--- src/rtl/four_req_priority_arbiter.sv ---
// rtl/four_req_priority_arbiter.sv - four-requester arbiter with bounded tenure and timeout masking
//
// Grants one shared resource to one of four requesters. The default build uses
// fixed priority (req[3] highest). Defining ARB_ROUND_ROBIN_EN switches the
// selection to a rotating search that starts at rr_ptr.
//
// Ports:
//   clk       - single clock, all state updates on the rising edge
//   rst_n     - synchronous active-low reset
//   req[3:0]  - request vector, req[i] high = requester i wants the resource
//   grant     - registered one-hot grant, at most one bit high
//   grant_id  - registered index of the current or last winner
//   busy      - high while in GRANT or RECOVER
//   timeout   - one-cycle pulse when a grant is forcibly revoked
module four_req_priority_arbiter #(
  parameter int MAX_HOLD = 8,
  parameter int CNT_W    = 4
) (
  input  logic       clk,
  input  logic       rst_n,
  input  logic [3:0] req,
  output logic [3:0] grant,
  output logic [1:0] grant_id,
  output logic       busy,
  output logic       timeout
);

  typedef enum logic [1:0] {
    IDLE    = 2'd0,
    GRANT   = 2'd1,
    RECOVER = 2'd2
  } state_t;

  state_t           state;
  logic [CNT_W-1:0] hold_cnt;
  logic [3:0]       mask;
  logic [3:0]       eff;
  logic [1:0]       win;

`ifdef ARB_ROUND_ROBIN_EN
  logic [1:0]       rr_ptr;
  logic [1:0]       idx;
  logic             found;
`endif

  // A timed-out requester is hidden from exactly one IDLE arbitration.
  assign eff = req & ~mask;

  always_comb begin
    win = 2'd0;
`ifdef ARB_ROUND_ROBIN_EN
    found = 1'b0;
    idx   = rr_ptr;
    // Search upward from rr_ptr with wrap; the first set bit wins.
    for (int k = 0; k < 4; k++) begin
      idx = rr_ptr + 2'(k);
      if (!found && eff[idx]) begin
        win   = idx;
        found = 1'b1;
      end
    end
`else
    if (eff[3])      win = 2'd3;
    else if (eff[2]) win = 2'd2;
    else if (eff[1]) win = 2'd1;
    else             win = 2'd0;
`endif
  end

  always_ff @(posedge clk) begin
    if (!rst_n) begin
      state    <= IDLE;
      grant    <= 4'b0000;
      grant_id <= 2'b00;
      busy     <= 1'b0;
      timeout  <= 1'b0;
      hold_cnt <= '0;
      mask     <= 4'b0000;
`ifdef ARB_ROUND_ROBIN_EN
      rr_ptr   <= 2'b00;
`endif
    end else begin
      timeout <= 1'b0;
      unique case (state)
        IDLE: begin
          // The mask has done its job after a single arbitration either way.
          mask <= 4'b0000;
          if (eff != 4'b0000) begin
            grant    <= 4'b0001 << win;
            grant_id <= win;
            hold_cnt <= CNT_W'(1);
            busy     <= 1'b1;
            state    <= GRANT;
`ifdef ARB_ROUND_ROBIN_EN
            rr_ptr   <= win + 2'd1;
`endif
          end
        end
        GRANT: begin
          // Release is checked first so a drop on the final tenure cycle
          // is a clean release with no timeout and no mask.
          if (!req[grant_id]) begin
            grant <= 4'b0000;
            state <= RECOVER;
          end else if (hold_cnt == CNT_W'(MAX_HOLD)) begin
            grant   <= 4'b0000;
            timeout <= 1'b1;
            mask    <= 4'b0001 << grant_id;
            state   <= RECOVER;
          end else begin
            hold_cnt <= hold_cnt + CNT_W'(1);
          end
        end
        RECOVER: begin
          busy  <= 1'b0;
          state <= IDLE;
        end
        default: begin
          grant <= 4'b0000;
          busy  <= 1'b0;
          state <= IDLE;
        end
      endcase
    end
  end

endmodule

--- config.mk ---
export PLATFORM = sky130hd
export DESIGN_NAME = four_req_priority_arbiter
export DESIGN_NICKNAME = d
export VERILOG_FILES = /design/src/rtl/four_req_priority_arbiter.sv
export SDC_FILE = /design/constraint.sdc
export NUM_CORES = 1
export LEC_CHECK = 0
export BUFFER_PORTS_ARGS = -buffer_cell sky130_fd_sc_hd__buf_2
export CAP_MARGIN = 20
export CORE_MARGIN = 4
export CORE_UTILIZATION = 35
export CTS_CLUSTER_DIAMETER = 30
export DETAILED_ROUTE_END_ITERATION = 16
export GPL_TIMING_DRIVEN = 0
export HOLD_SLACK_MARGIN = 0.06
export PLACE_DENSITY = 0.58
export SYNTH_ARGS = -nofsm -noshare
export SYNTH_HDL_FRONTEND = slang
export SYNTH_SLANG_ARGS = --single-unit
--- constraint.sdc ---
create_clock -name clk -period 2.1 [get_ports clk]
set_input_delay 0.21 -clock clk [delete_from_list [all_inputs] [get_ports clk]]
set_output_delay 0.21 -clock clk [all_outputs]
set_load 0.005 [all_outputs]
Word level (Yosys, flattened, before mapping)
Cells that the tools add are included.
{"block": "op_classes", "addsub": 1, "n_mul": 0, "div_mod_pow": 0, "order_cmp": 1, "eq_ne": 8, "shifts": 2, "n_mux": 23, "bitwise": 4, "reduce_logical": 10}
{"operator": "4-bit 2-to-1 mux", "n": 8}
{"operator": "4-bit case mux with 2 select lines", "n": 2}
{"operator": "4-bit case mux with 3 select lines", "n": 1}
{"operator": "2-bit 2-to-1 mux", "n": 5}
{"operator": "3-bit AND reduction", "n": 3}
{"operator": "2-bit != test (second input constant)", "n": 4}
{"operator": "1-bit by 2-bit << shifter with 4-bit output (first input constant)", "n": 2}
{"operator": "2-bit AND reduction", "n": 3}
{"operator": "4-bit by 1-bit adder with 4-bit output (second input constant)", "n": 1}
{"operator": "4-bit AND", "n": 1}
{"operator": "4-bit == test (second input constant)", "n": 1}
{"operator": "1-bit 2-to-1 mux", "n": 4}
{"operator": "4-bit NOT", "n": 1}
{"operator": "2-bit case mux with 2 select lines", "n": 1}
{"operator": "4-bit AND reduction", "n": 1}
{"operator": "4-bit nonzero test", "n": 1}
{"operator": "2-bit by 3-bit < comparator with 1-bit output (second input constant)", "n": 1}
{"operator": "3-bit != test (second input constant)", "n": 1}
{"operator": "1-bit binary-select mux with 2-bit select", "n": 1}
{"operator": "2-bit by 1-bit == test with 1-bit output (second input constant)", "n": 1}
{"operator": "2-bit == test (second input constant)", "n": 1}
{"operator": "2-bit logical NOT", "n": 1}
{"operator": "1-bit NOT", "n": 2}
{"operator": "1-bit case mux with 2 select lines", "n": 1}
{"operator": "2-bit nonzero test", "n": 1}
{"block": "word_totals", "regBits": 18, "latchBits": 0, "mem_bits_rw": 0, "romBits": 0, "input_bits": 6, "out_inout_bits": 8, "elab_cells": 56, "n_memories": 0}

Depth between registers and ports, before layout
{"block": "logic_depth", "ltp_word": 8, "ltp_mapped": 6, "depth_no_buf": 6}

Worst setup path after synthesis
OpenSTA, ideal clock, no wires.
{"block": "synth_timing", "path_kind": "flip-flop to flip-flop", "startpoint": "register grant_id[1]", "endpoint": "register grant[1]", "setup_ns": 0.117, "arrival_time_ns": 1.440, "t_required_ns": 1.983, "path_slack_ns": 0.543, "stages_incl_launch_ff": 5, "path_buffers": 0, "period_less_slack_ns": 1.557, "cell_sequence": "dfxtp_1 -> mux4_2 -> nand2_2 -> o32ai_2 -> a22o_1"}
{"block": "synth_via", "elab_chain_cells": 4, "word_cells_on_any_way": 6, "cone_classes": "eq/ne: 1; mux: 4; reduce/logical: 1"}
{"element": "start: declaration", "line": "23", "source": "output logic [1:0] grant_id,"}
{"element": "start signal: assignment", "line": "90", "source": "grant_id <= win;"}
{"element": "1-bit binary-select mux with 2-bit select (*)", "line": "102", "source": "if (!req[grant_id]) begin"}
{"element": "1-bit 2-to-1 mux (implied by the code) (*)", "line": "102"}
{"element": "3-bit != test (no line) / 4-bit 2-to-1 mux (equally long branches)"}
{"element": "3-bit AND reduction (no line) / 4-bit case mux with 3 select lines (equally long branches)"}
{"element": "end signal: assignment", "line": "89", "source": "grant <= 4'b0001 << win;"}
{"element": "end: declaration", "line": "22", "source": "output logic [3:0] grant,"}
Mark *: on every way between the ends. The rest lies on a longest branch, timed or not. The select of a mux whose other input is x is not followed.
A chain may end at the register's enable or synchronous reset.

Worst setup path after layout
Ends and elaborated chain as after synthesis.

==> flow_metrics.tcl <==
set metrics [dict create \
    worst-slew-pin-transition_ps 477.4 \
    min_path_type "in2reg" \
    irDropWorstVdd_mv 0.4230 \
    maxCapViolations 0 \
    row_count 18 \
    tritoncts "done" \
    tritoncts.num_buffers 3 \
    flow.area_growth_from_synthesis_pct 15.35 \
    numClockSinks 18 \
    floorplan_die_height_um 58.84 \
    finalWorstSetupSlack_ps 388.6 \
    synth.most_common_cell "sky130_fd_sc_hd__dfxtp_1" \
    count_of_flip_flops_with_a_built_in_enable_after_synthesis 0 \
    layout.nets 119 \
    postSynthNetCount 101 \
    boundaryPins 14 \
    clk_pin_slew_worst_paths_ps 100 \
    drt_first_iter_violations 13 \
    grt_antenna_before_repair 0 \
    slew_headroom 0.6807 \
    p_per_area_nw_per_um2 724.5 \
    dr_drc_count 0 \
    synthDominantAreaCellType "sky130_fd_sc_hd__dfxtp_1" \
    buffer_ports.inserted 13 \
    wl_met3_um 63 \
    timing.setup.critical_path_class "reg2reg" \
    die_width_um 58.84 \
    mapped_cells 93 \
    detailedPlace.worstSlack_ps 407.7 \
    first_global_vias 787 \
    core_region_area_um2 2477 \
    crit_fanout 7 \
    detail-route-antenna-nets 0 \
    vias_per_cell 5.400 \
    worstSetupStartpointType "register" \
    grt_start_max_net_pins 11 \
    clock_latency_ps 290 \
    cts-hold-fix-buffers 0 \
    setup_repair_after_global_routing_missed_its_margin "no" \
    synthTopCellsByArea "sky130_fd_sc_hd__dfxtp_1, sky130_fd_sc_hd__nand4b_1, sky130_fd_sc_hd__o32ai_1" \
    finalWeightedCongestion 0.7557 \
    required_ps 2290 \
    vias 756 \
    asyncSetResetFlopFracSynth 0 \
    fin_setup_tns_ps 0 \
    route.final.wire_length_um 1948 \
    fmax_mhz 584.3 \
    synth_area_per_cell_um2 9.727 \
    total_power_w 0.0007560 \
    hpwl_um 1494 \
    layout-drive-gt1-share 0.2273 \
    final_period_minus_worst_setup_slack_ps 1711 \
    clock_skew_ps 1.264 \
    synth_area_um2 904.6 \
    yosys-top-cells-count "sky130_fd_sc_hd__dfxtp_1, sky130_fd_sc_hd__inv_1" \
    critical_path.endpoint_type "register" \
    leakagePower_nw 0.4195 \
    synth_ff_type "sky130_fd_sc_hd__dfxtp_1" \
    wl_met1_um 908 \
    worst-endpoint-arrival_ps 1900 \
    grt.overflow.total 0 \
    finalSetupViolations 0 \
    post_drt_wl_per_cell_um 13.91 \
    postCtsSetupBuffers 0 \
    synthDistinctLibCells 38 \
    grt_usage 0.1346 \
    finalHoldViolations 0 \
    drt-pass1-iter-count 4 \
    yosys_warnings 0 \
    status "completed" \
    met2_length_um 960 \
    insertedDiodeCount 0 \
    cts_resized 0 \
    h_tree_level_count 1 \
    synth_top_cell_area_share 0.3983 \
    finalMaxSlewViolations 0 \
    grt_pass1_wl_um 3608 \
    period_share 0.8150 \
    initial_core_util 0.3652 \
    synth_sequential_area_ratio 0.3983 \
    cts_root_buffer "sky130_fd_sc_hd__clkbuf_4" \
    highest-signal-layer "met4" \
    die_area_um2 3462 \
    cts_max_path_buffers 2 \
    fin_util 0.4212 \
    finalHoldWorstSlack_ps 241.3 \
    yosys_register_bits 18 \
]
sequential cells by signal, summed over array words and instances, names as in the netlist:
signal    count
grant         4
hold_cnt      4
mask          4
grant_id      2
state         2
busy          1
timeout       1
power by group:
part           leakage, nW  total, W  internal, W  switching [W]
clock               0.0210  0.000212     0.000105       0.000106
sequential           0.147  0.000387     0.000362      0.0000257
combinational        0.251  0.000157    0.0000674      0.0000899
layout make-up:
type                    count  area (um2)
inverters                  10       37.54
fillers                   261        1434
flip-flops and latches     18       360.3
well taps                  30       37.54
plain buffers               1       5.005
clock buffers               4       36.28
repair buffers             13       65.06
multi-input cells          64       501.7
layer usage:
metal / up-vias / track usage
li1: 384 / -
met1: 360 / 0.1640
met2: 10 / 0.2271
met3: 2 / 0.02851
met4: 0 / 0.05825
met5: - / 0
cell families (layout without fill, tap and decap cells):
| logic type | Yosys count | in the layout | share of synthesized area |
|---|---|---|---|
| compound gates | 25 | 25 | 0.2670 |
| simple gates | 36 | 36 | 0.2351 |
| mux | 1 | 1 | 0.02489 |
| fa+ha+maj | 2 | 2 | 0.02766 |
| flops | 18 | 18 | 0.3983 |
| buf+inv | 11 | 28 | 0.04701 |
through the flow:
| step | cell area, um2 | std cells |
|---|---|---|
| after detailed placement | 1007 | 136 |
| final | 1044 | 140 |
| after global routing | 1044 | 140 |
| after CTS | 1044 | 140 |
| after floorplan | 904.6 | 93 |
| after global placement | 1007 | 136 |
cell usage in the layout, fill, tap and decap left out, drive strengths merged, types with 2 or more instances in the layout:
master,n
ha,2
o32ai,5
nor2,5
clkbuf,4
inv,9
dfxtp,18
nand3,5
buf,14
nand4b,4
o21ai,3
a211oi,2
nand2b,5
nor2b,5
nand2,4
nand4,2
a21oi,2
nand3b,2
path summary, 6_finish.rpt:
check	depth (start not counted)	slack [ps]	start	end
max	4	390	grant_id[1]	grant[1]
min	3	240	rst_n	state[1]
max reg2reg	4	390	grant_id[1]	grant[1]
min reg2reg	1	470	grant[0]	grant[0]
worst max-delay path, stage by stage, from the launching register on:
cell,delay (ps)
sky130_fd_sc_hd__dfxtp_1,460
sky130_fd_sc_hd__mux4_2,630
sky130_fd_sc_hd__nand2_2,150
sky130_fd_sc_hd__o32ai_2,120
sky130_fd_sc_hd__a22o_1,250
No activity file was read; power rests on OpenSTA's default activity.
